File: config.mk
export PLATFORM = sky130hd
export DESIGN_NAME = axi_arbiter_2to1
export DESIGN_NICKNAME = d
export VERILOG_FILES = /design/src/rtl/axi_arbiter_2to1_pkg.sv /design/src/rtl/axi_arbiter_2to1_rr_pick2.sv /design/src/rtl/axi_arbiter_2to1.sv
export SDC_FILE = /design/constraint.sdc
export NUM_CORES = 1
export LEC_CHECK = 0
export ABC_AREA = 1
export CAP_MARGIN = 20
export CORE_AREA = 3 3 224 226
export DETAILED_ROUTE_END_ITERATION = 16
export DIE_AREA = 0 0 227 229
export HOLD_SLACK_MARGIN = 0.1
export PLACE_DENSITY_LB_ADDON = 0.1
export SLEW_MARGIN = 40
export SYNTH_ARGS = -nofsm -noshare
export SYNTH_HDL_FRONTEND = slang
export SYNTH_SLANG_ARGS = --single-unit
export TNS_END_PERCENT = 1
File: constraint.sdc
create_clock -name clk -period 1.7 [get_ports clk]
set_input_delay 0.34 -clock clk [delete_from_list [all_inputs] [get_ports clk]]
set_output_delay 0.34 -clock clk [all_outputs]
set_load 0.03 [all_outputs]
File: src/rtl/axi_arbiter_2to1_pkg.sv
// axi_arbiter_2to1_pkg: FSM state encoding and AXI response codes shared by the arbiter and its bench.
package axi_arbiter_2to1_pkg;
  typedef enum logic [1:0] {ST_IDLE = 2'd0, ST_RD = 2'd1, ST_WR = 2'd2} state_t;
  localparam logic [1:0] RESP_OKAY   = 2'b00;
  localparam logic [1:0] RESP_SLVERR = 2'b10;
endpackage

File: src/rtl/axi_arbiter_2to1_rr_pick2.sv
// rr_pick2: two-way round-robin pick; on contention the prio master wins.
module rr_pick2 (
  input  logic [1:0] req,
  input  logic       prio,
  output logic       gnt_idx,
  output logic       gnt_vld
);
  always_comb begin
    gnt_vld = |req;
    gnt_idx = &req ? prio : req[1];
  end
endmodule

File: src/rtl/axi_arbiter_2to1.sv
// axi_arbiter_2to1: whole-transaction round-robin arbiter sharing one AXI4 slave between two masters.
module axi_arbiter_2to1
  import axi_arbiter_2to1_pkg::*;
#(
  parameter int ADDR_WIDTH = 32,
  parameter int DATA_WIDTH = 32,
  parameter int ID_WIDTH   = 4
) (
  input  logic                    clk,
  input  logic                    reset,
  input  logic                    m0_awvalid,
  input  logic [ADDR_WIDTH-1:0]   m0_awaddr,
  input  logic [ID_WIDTH-1:0]     m0_awid,
  input  logic [7:0]              m0_awlen,
  input  logic [2:0]              m0_awsize,
  input  logic [1:0]              m0_awburst,
  output logic                    m0_awready,
  input  logic                    m0_wvalid,
  input  logic [DATA_WIDTH-1:0]   m0_wdata,
  input  logic [DATA_WIDTH/8-1:0] m0_wstrb,
  input  logic                    m0_wlast,
  output logic                    m0_wready,
  output logic                    m0_bvalid,
  output logic [1:0]              m0_bresp,
  output logic [ID_WIDTH-1:0]     m0_bid,
  input  logic                    m0_bready,
  input  logic                    m0_arvalid,
  input  logic [ADDR_WIDTH-1:0]   m0_araddr,
  input  logic [ID_WIDTH-1:0]     m0_arid,
  input  logic [7:0]              m0_arlen,
  input  logic [2:0]              m0_arsize,
  input  logic [1:0]              m0_arburst,
  output logic                    m0_arready,
  output logic                    m0_rvalid,
  output logic [DATA_WIDTH-1:0]   m0_rdata,
  output logic [1:0]              m0_rresp,
  output logic [ID_WIDTH-1:0]     m0_rid,
  output logic                    m0_rlast,
  input  logic                    m0_rready,
  input  logic                    m1_awvalid,
  input  logic [ADDR_WIDTH-1:0]   m1_awaddr,
  input  logic [ID_WIDTH-1:0]     m1_awid,
  input  logic [7:0]              m1_awlen,
  input  logic [2:0]              m1_awsize,
  input  logic [1:0]              m1_awburst,
  output logic                    m1_awready,
  input  logic                    m1_wvalid,
  input  logic [DATA_WIDTH-1:0]   m1_wdata,
  input  logic [DATA_WIDTH/8-1:0] m1_wstrb,
  input  logic                    m1_wlast,
  output logic                    m1_wready,
  output logic                    m1_bvalid,
  output logic [1:0]              m1_bresp,
  output logic [ID_WIDTH-1:0]     m1_bid,
  input  logic                    m1_bready,
  input  logic                    m1_arvalid,
  input  logic [ADDR_WIDTH-1:0]   m1_araddr,
  input  logic [ID_WIDTH-1:0]     m1_arid,
  input  logic [7:0]              m1_arlen,
  input  logic [2:0]              m1_arsize,
  input  logic [1:0]              m1_arburst,
  output logic                    m1_arready,
  output logic                    m1_rvalid,
  output logic [DATA_WIDTH-1:0]   m1_rdata,
  output logic [1:0]              m1_rresp,
  output logic [ID_WIDTH-1:0]     m1_rid,
  output logic                    m1_rlast,
  input  logic                    m1_rready,
  output logic                    s_awvalid,
  output logic [ADDR_WIDTH-1:0]   s_awaddr,
  output logic [ID_WIDTH-1:0]     s_awid,
  output logic [7:0]              s_awlen,
  output logic [2:0]              s_awsize,
  output logic [1:0]              s_awburst,
  input  logic                    s_awready,
  output logic                    s_wvalid,
  output logic [DATA_WIDTH-1:0]   s_wdata,
  output logic [DATA_WIDTH/8-1:0] s_wstrb,
  output logic                    s_wlast,
  input  logic                    s_wready,
  input  logic                    s_bvalid,
  input  logic [1:0]              s_bresp,
  input  logic [ID_WIDTH-1:0]     s_bid,
  output logic                    s_bready,
  output logic                    s_arvalid,
  output logic [ADDR_WIDTH-1:0]   s_araddr,
  output logic [ID_WIDTH-1:0]     s_arid,
  output logic [7:0]              s_arlen,
  output logic [2:0]              s_arsize,
  output logic [1:0]              s_arburst,
  input  logic                    s_arready,
  input  logic                    s_rvalid,
  input  logic [DATA_WIDTH-1:0]   s_rdata,
  input  logic [1:0]              s_rresp,
  input  logic [ID_WIDTH-1:0]     s_rid,
  input  logic                    s_rlast,
  output logic                    s_rready
);
  state_t state;
  logic gnt, prio, ar_done, aw_done, w_done;
  logic win, win_vld, rd, wr, r0, r1, w0, w1;
  rr_pick2 u_pick (
    .req     ({m1_arvalid | m1_awvalid, m0_arvalid | m0_awvalid}),
    .prio    (prio),
    .gnt_idx (win),
    .gnt_vld (win_vld)
  );
  always_ff @(posedge clk) begin
    if (reset) begin
      state   <= ST_IDLE;
      gnt     <= 1'b0;
      prio    <= 1'b0;
      ar_done <= 1'b0;
      aw_done <= 1'b0;
      w_done  <= 1'b0;
    end else begin
      case (state)
        ST_IDLE: begin
          ar_done <= 1'b0;
          aw_done <= 1'b0;
          w_done  <= 1'b0;
          if (win_vld) begin
            state <= (win ? m1_arvalid : m0_arvalid) ? ST_RD : ST_WR;
            gnt   <= win;
          end
        end
        ST_RD: begin
          if (s_arvalid && s_arready) ar_done <= 1'b1;
          if (s_rvalid && s_rready && s_rlast) begin
            state <= ST_IDLE;
            prio  <= ~gnt;
          end
        end
        ST_WR: begin
          if (s_awvalid && s_awready) aw_done <= 1'b1;
          if (s_wvalid && s_wready && s_wlast) w_done <= 1'b1;
          if (s_bvalid && s_bready) begin
            state <= ST_IDLE;
            prio  <= ~gnt;
          end
        end
        default: state <= ST_IDLE;
      endcase
    end
  end
  assign rd = state == ST_RD;
  assign wr = state == ST_WR;
  assign r0 = rd & ~gnt;
  assign r1 = rd & gnt;
  assign w0 = wr & ~gnt;
  assign w1 = wr & gnt;
  // Slave side: owner's request channels, masked once their handshake is done.
  assign s_arvalid = rd & ~ar_done & (gnt ? m1_arvalid : m0_arvalid);
  assign s_araddr  = rd ? (gnt ? m1_araddr : m0_araddr) : '0;
  assign s_arid    = rd ? (gnt ? m1_arid : m0_arid) : '0;
  assign s_arlen   = rd ? (gnt ? m1_arlen : m0_arlen) : '0;
  assign s_arsize  = rd ? (gnt ? m1_arsize : m0_arsize) : '0;
  assign s_arburst = rd ? (gnt ? m1_arburst : m0_arburst) : '0;
  assign s_rready  = rd & (gnt ? m1_rready : m0_rready);
  assign s_awvalid = wr & ~aw_done & (gnt ? m1_awvalid : m0_awvalid);
  assign s_awaddr  = wr ? (gnt ? m1_awaddr : m0_awaddr) : '0;
  assign s_awid    = wr ? (gnt ? m1_awid : m0_awid) : '0;
  assign s_awlen   = wr ? (gnt ? m1_awlen : m0_awlen) : '0;
  assign s_awsize  = wr ? (gnt ? m1_awsize : m0_awsize) : '0;
  assign s_awburst = wr ? (gnt ? m1_awburst : m0_awburst) : '0;
  assign s_wvalid  = wr & ~w_done & (gnt ? m1_wvalid : m0_wvalid);
  assign s_wdata   = wr ? (gnt ? m1_wdata : m0_wdata) : '0;
  assign s_wstrb   = wr ? (gnt ? m1_wstrb : m0_wstrb) : '0;
  assign s_wlast   = wr & (gnt ? m1_wlast : m0_wlast);
  assign s_bready  = wr & (gnt ? m1_bready : m0_bready);
  // Master side: only the owner sees readies and responses; everything else reads 0.
  assign m0_arready = r0 & ~ar_done & s_arready;
  assign m0_rvalid  = r0 & s_rvalid;
  assign m0_rdata   = r0 ? s_rdata : '0;
  assign m0_rresp   = r0 ? s_rresp : '0;
  assign m0_rid     = r0 ? s_rid : '0;
  assign m0_rlast   = r0 & s_rlast;
  assign m0_awready = w0 & ~aw_done & s_awready;
  assign m0_wready  = w0 & ~w_done & s_wready;
  assign m0_bvalid  = w0 & s_bvalid;
  assign m0_bresp   = w0 ? s_bresp : '0;
  assign m0_bid     = w0 ? s_bid : '0;
  assign m1_arready = r1 & ~ar_done & s_arready;
  assign m1_rvalid  = r1 & s_rvalid;
  assign m1_rdata   = r1 ? s_rdata : '0;
  assign m1_rresp   = r1 ? s_rresp : '0;
  assign m1_rid     = r1 ? s_rid : '0;
  assign m1_rlast   = r1 & s_rlast;
  assign m1_awready = w1 & ~aw_done & s_awready;
  assign m1_wready  = w1 & ~w_done & s_wready;
  assign m1_bvalid  = w1 & s_bvalid;
  assign m1_bresp   = w1 ? s_bresp : '0;
  assign m1_bid     = w1 ? s_bid : '0;
endmodule

==> results.cfg, run 1 <==
[placed_design]
dpl.cell_count = 1709
portBuffers = 571
routabilityCongestion = 0.759
dp_hpwl_um = 29300

[pwr]
power_mw = 6.69
ir_drop_uv = 223
intPower_mw = 3.51
switching_share_pct = 47.5
power.static_leakage_nw = 4.87
p_clk_share_pct = 6.2
power.density_nw_per_um2 = 608
combPwrFrac_pct = 90.5
seqPwrFrac_pct = 3.3
p_sw_mw = 3.18

[floorplan]
rows = 81
core_area_um2 = 48500
num_io_pins = 572
dieArea_um2 = 52000
start_util_pct = 5.43
dieWidth_um = 227
die_y_um = 229

[clocking]
cts-root-buf = clkbuf_16
cts.sinks = 7
clkLatencyLatePin_ps = 230
postCtsHoldBufs = 0
clk_path_buf_depth = 2
htree_levels = 1
cts-buffers-inserted = 3
clk_pin_slew_ps = 40
cts_tree = built

[route]
wl_per_cell_um = 19.9
drc = 0
wl_um = 34300
viasPerCell = 3.42
first_iter_violations = 153
num_vias = 5898
drtPass1Iterations = 4
antenna_left = 0

[timing]
rsz0062_at_grt = yes
final_hold_viol_count = 0
fin_ws_ps = -218
worstMarginPinSlew_ps = 279
drv_slew = 0
fmax_ghz = 0.521
finalClockSkew_ps = 0.464
finalSetupViolCount = 238
slew_headroom_pct = 81.4
post-route-period-util_pct = 113
period_minus_slack_ps = 1920

[cells_and_area]
drive_gt1_share_pct = 37.5
multiInputGateArea_um2 = 2690
final_cells = 1726
nets = 1435
final_cell_mix = clkdlybuf4s50_1 (330), nand2_1 (122), buf_4 (122), nor2_1 (97), buf_12 (89)
final_common_cell = clkdlybuf4s50_1
areaGrowthSynthToFinish_pct = 318
nFillCells = 5312
seq_area_um2 = 146

[global_route]
grt_usage_pct = 12.0
antenna_found_initial = 9
grt_pass1_vias = 5988
grt_pass1_wl_um = 44800
overflow = 0
grt_max_degree = 44

[min_path]
holdCritPathClass = flip-flop to flip-flop

[setup_path]
worstPathMaxFanout = 8
start_kind = flip-flop
cp_data_arrival_time_ps = 1580
rrSetupSlack_ps = 330
critPathKind = flip-flop to output port
crit_path_end_kind = output port
worstPathRequired_ps = 1360

[outcome]
failed_checks = setup timing
outcome = finished with violations

[logic_synthesis]
yosys-top-cells-area = a22o_1 (28%), nand2_1 (18%), nor2_1 (16%)
synthCells = 515
yosysSeqAreaShare_pct = 5.32
synth.top_cell.area_share_pct = 28.2
synth.avg_cell_area_um2 = 5.12
ys_types = 19
synth_seq_cells = 7
syn-num-nets = 847
syn_area_um2 = 2640
yosys_warnings = 0
yosysTopAreaCell = a22o_1

[run]
max_cap_viol_count = 0
## sequential cells by signal, indices dropped and copies added (netlist names)
register and cells:
prio 1, gnt 1, state 2, aw_done 1, w_done 1, ar_done 1
## final timing paths
| path | start | endpoint | cells after the start |
|---|---|---|---|
| setup reg to reg | state[0] | prio | 9 |
| setup / recovery | state[0] | s_awid[3] | 7 |
| hold / removal | aw_done | aw_done | 2 |
| hold reg to reg | aw_done | aw_done | 2 |
## area by class of cell
type / count / area share, %
Tap cell: 622 / 7.07
Timing Repair Buffer: 626 / 63.9
Multi-Input combinational cell: 401 / 24.5
Clock buffer: 4 / 0.716
Sequential cell: 7 / 1.33
Antenna cell: 2 / 0.0455
Inverter: 64 / 2.48
## per-stage QoR
step	setup WS (ps)	TNS [ps]	hold slack [ps]	util (%)	area (um2)
3_3_place_gp	-209	-3910	459	20.1	9770
6_report	-218	-27410	457	22.7	11000
5_1_grt	-267	-43360	490	22.7	11000
4_1_cts	-286	-34050	461	21.8	10600
3_5_place_dp	-190	-2780	456	20.1	9770
2_1_floorplan	-63.7	-1420	409	-	2640
## synthesized netlist by cell type
| cell | instances |
|---|---|
| a21o_1 | 1 |
| a21oi_1 | 58 |
| a22o_1 | 85 |
| and3_1 | 3 |
| buf_2 | 27 |
| buf_4 | 4 |
| clkbuf_1 | 12 |
| dfxtp_1 | 7 |
| inv_1 | 60 |
| inv_2 | 4 |
| nand2_1 | 127 |
| nand2_2 | 1 |
| nand3_1 | 5 |
| nand4_1 | 3 |
| nor2_1 | 109 |
| nor2_2 | 3 |
| nor3_1 | 3 |
| o21ai_0 | 2 |
| o21ai_1 | 1 |
## critical path, cell delays in order, from the launching register on
cell and delay (ps):
dfxtp_2 330, inv_4 70, nand2_4 70, nor2_4 210, buf_12 190, buf_4 130, a22o_1 190, buf_12 140
## power groups by stage
stage | Combinational, mW | Sequential (mW) | Clock [mW]
2_1_floorplan | 2.26 | 0.204 | 0
3_3_place_gp | 5.47 | 0.213 | 0
3_5_place_dp | 5.43 | 0.212 | 0
4_1_cts | 5.91 | 0.220 | 0.424
5_1_grt | 6.35 | 0.226 | 0.427
6_report | 6.06 | 0.223 | 0.412
## metal layers
metal / vias up / global-route usage [%] / share of wire (%)
li1: 2876 / - / -
met4: 16 / 0.824 / 0.33
met1: 2677 / 11.9 / 34
met3: 21 / 4.04 / 10
met2: 308 / 24.5 / 55
met5: - / 0 / 0.36
## cell families (layout without fill, tap and decap cells)
kind of cell	after synthesis	count (layout)	synth area share [%]
DFF	7	7	5.32
other	0	2	0
buffers and inverters	107	694	17.1
AOI/OAI and AO/OA	147	147	40.1
and+or+nand+nor	254	254	37.5
## what timing repair did
item                       4_1_cts  5_1_grt
pin swaps                       27       22
resized for setup              134       92
setup endpoints to repair      240      240
setup buffers                    4        4
cloned                           3        2
Power figures use the tool's default switching activity.
==> run 2, diff against run 1 <==
--- a/config.mk
+++ b/config.mk
@@ -8,3 +8,3 @@
 export ABC_AREA = 1
-export CAP_MARGIN = 20
+export CAP_MARGIN = 25
 export CORE_AREA = 3 3 224 226
@@ -18,2 +18,2 @@
 export SYNTH_SLANG_ARGS = --single-unit
-export TNS_END_PERCENT = 1
+export TNS_END_PERCENT = 100
--- a/constraint.sdc
+++ b/constraint.sdc
@@ -3,2 +3,2 @@
 set_output_delay 0.34 -clock clk [all_outputs]
-set_load 0.03 [all_outputs]
+set_load 0.01 [all_outputs]
==> results.cfg, run 2 (synthesized netlist as in run 1, its figures left out) <==
[outcome]
outcome = finished with violations
failed_checks = setup timing

[setup_path]
worstPathMaxFanout = 6
rrSetupSlack_ps = 320
cp_data_arrival_time_ps = 1640
r2r_end = prio
start_kind = flip-flop
worstPathRequired_ps = 1360
worstReg2RegStart = gnt
rr_worst_depth = 10
crit_path_end_kind = output port
critPathKind = flip-flop to output port

[timing]
finalClockSkew_ps = 5.11
finalSetupViolCount = 232
slew_headroom_pct = 78.3
fin_ws_ps = -284
post-route-period-util_pct = 117
drv_slew = 0
fmax_ghz = 0.504
setup-tns-final_ps = -31940
final_hold_viol_count = 0
rsz0062_at_grt = yes
period_minus_slack_ps = 1980
worstMarginPinSlew_ps = 324

[pwr]
seqPwrFrac_pct = 3.8
power_mw = 5.92
intPower_mw = 3.43
ir_drop_uv = 214
switching_share_pct = 42.1
power.static_leakage_nw = 5.05
power.density_nw_per_um2 = 546
p_sw_mw = 2.50
combPwrFrac_pct = 89.0
p_clk_share_pct = 7.2

[clocking]
clk_path_buf_depth = 2
postCtsHoldBufs = 0
cts-root-buf = clkbuf_16
htree_levels = 1
clk_pin_slew_ps = 40
clkLatencyLatePin_ps = 240
cts-buffers-inserted = 3
cts.sinks = 7
cts_tree = built

[cells_and_area]
areaGrowthSynthToFinish_pct = 311
drive_gt1_share_pct = 42.2
seq_area_um2 = 149
final_common_cell = clkdlybuf4s50_1
nets = 1507
multiInputGateArea_um2 = 2670
largest_register_ffs = 2
largest_register = state
fin_util_pct = 22.3
final_cell_mix = clkdlybuf4s50_1 (328), buf_2 (134), nand2_1 (125), buf_6 (97), a22o_1 (72)
fin_area_um2 = 10800
nFillCells = 5470

[route]
viasPerCell = 3.47
first_iter_violations = 169
num_vias = 6244
wl_um = 37400
antenna_left = 0
drc = 0
drtPass1Iterations = 4
wl_per_cell_um = 20.8

[placed_design]
dp_hpwl_um = 28900
routabilityCongestion = 0.754
place_ws_ps = -707
placed_cell_area_um2 = 9610
portBuffers = 571

[floorplan]
start_util_pct = 5.43
dieArea_um2 = 52000
die_y_um = 229
core_area_um2 = 48500
rows = 81
dieWidth_um = 227
num_io_pins = 572

[min_path]
hold_start = aw_done
holdCritPathClass = flip-flop to flip-flop
min_path_cells = 2
hold_end = aw_done

[global_route]
met2_usage_pct = 24.8
grt_max_degree = 42
overflow = 0
grt_usage_pct = 12.4
antenna_found_initial = 9
grt_busiest_layer = met2
grt_use_met1_pct = 12.4
use_met3_pct = 4.43
grt_pass1_vias = 6167
grt_pass1_wl_um = 46500

[run]
max_cap_viol_count = 0
## run 2: changes by cell type in the layout (fill, tap and decap cells not counted), sizes merged, moves of 2 or more
cell           previous run  this run
clkbuf                    6        23
clkinv                    0         2
clkdlybuf4s50           330       328
buf                     293       340
dlygate4sd2               0         3
clkdlybuf4s15             0         3
## run 2: cell type report
cell class,instances,area share (%)
timing repair buffer,697,63.4
multi-input combinational,401,24.6
tap,622,7.17
inverter,64,2.54
sequential,7,1.37
clock buffer,3,0.692
timing repair inverter,1,0.150
clock inverter,1,0.0461
antenna,1,0.0231
## run 2: power groups by stage
stage | combinational, mW | sequential [mW] | clock (mW)
floorplan | 1.35 | 0.204 | 0
detailed placement | 4.24 | 0.212 | 0
CTS | 4.57 | 0.221 | 0.436
global route | 5.65 | 0.230 | 0.451
global placement | 4.28 | 0.211 | 0
finish | 5.27 | 0.226 | 0.424
## run 2: what timing repair did
action                                  in CTS  in global routing
gates cloned                                 8                 17
endpoints found under the setup margin     240                240
buffers inserted                            12                 29
pin swaps                                   13                 26
resized for setup                          453                664
## run 2: how the worst max path moves through the flow
| stage | start | slack (ps) | cells past startpoint | end |
|---|---|---|---|---|
| after global placement | m1_awvalid | -680 | 6 | s_awvalid |
| after detailed placement | m1_awvalid | -710 | 6 | s_awvalid |
| final | state[0] | -280 | 9 | s_wdata[26] |
| after floorplan | gnt | 210 | 6 | s_arburst[0] |
| after CTS | gnt | -530 | 5 | s_arvalid |
| after global routing | state[0] | -330 | 8 | s_wdata[26] |
## run 2: metal layers
layer	share of wire, %	vias up
met1	35	2858
met4	1.0	12
met5	0.22	-
li1	-	3031
met2	54	318
met3	9.6	25
## run 2: stage by stage
stage                     std cells  hold slack, ps
after floorplan                 515             409
after global placement         1729             459
after detailed placement       1729             458
after CTS                      1752             464
after global routing           1796             498
final                          1797             461
## run 2: worst max-delay path: stages, from the launching register on
cell and delay [ps]:
dfxtp_2 340, inv_4 60, nand2_8 90, nor2_4 50, buf_12 140, buf_6 120, buf_6 100, buf_6 100
a22o_1 250, buf_6 140
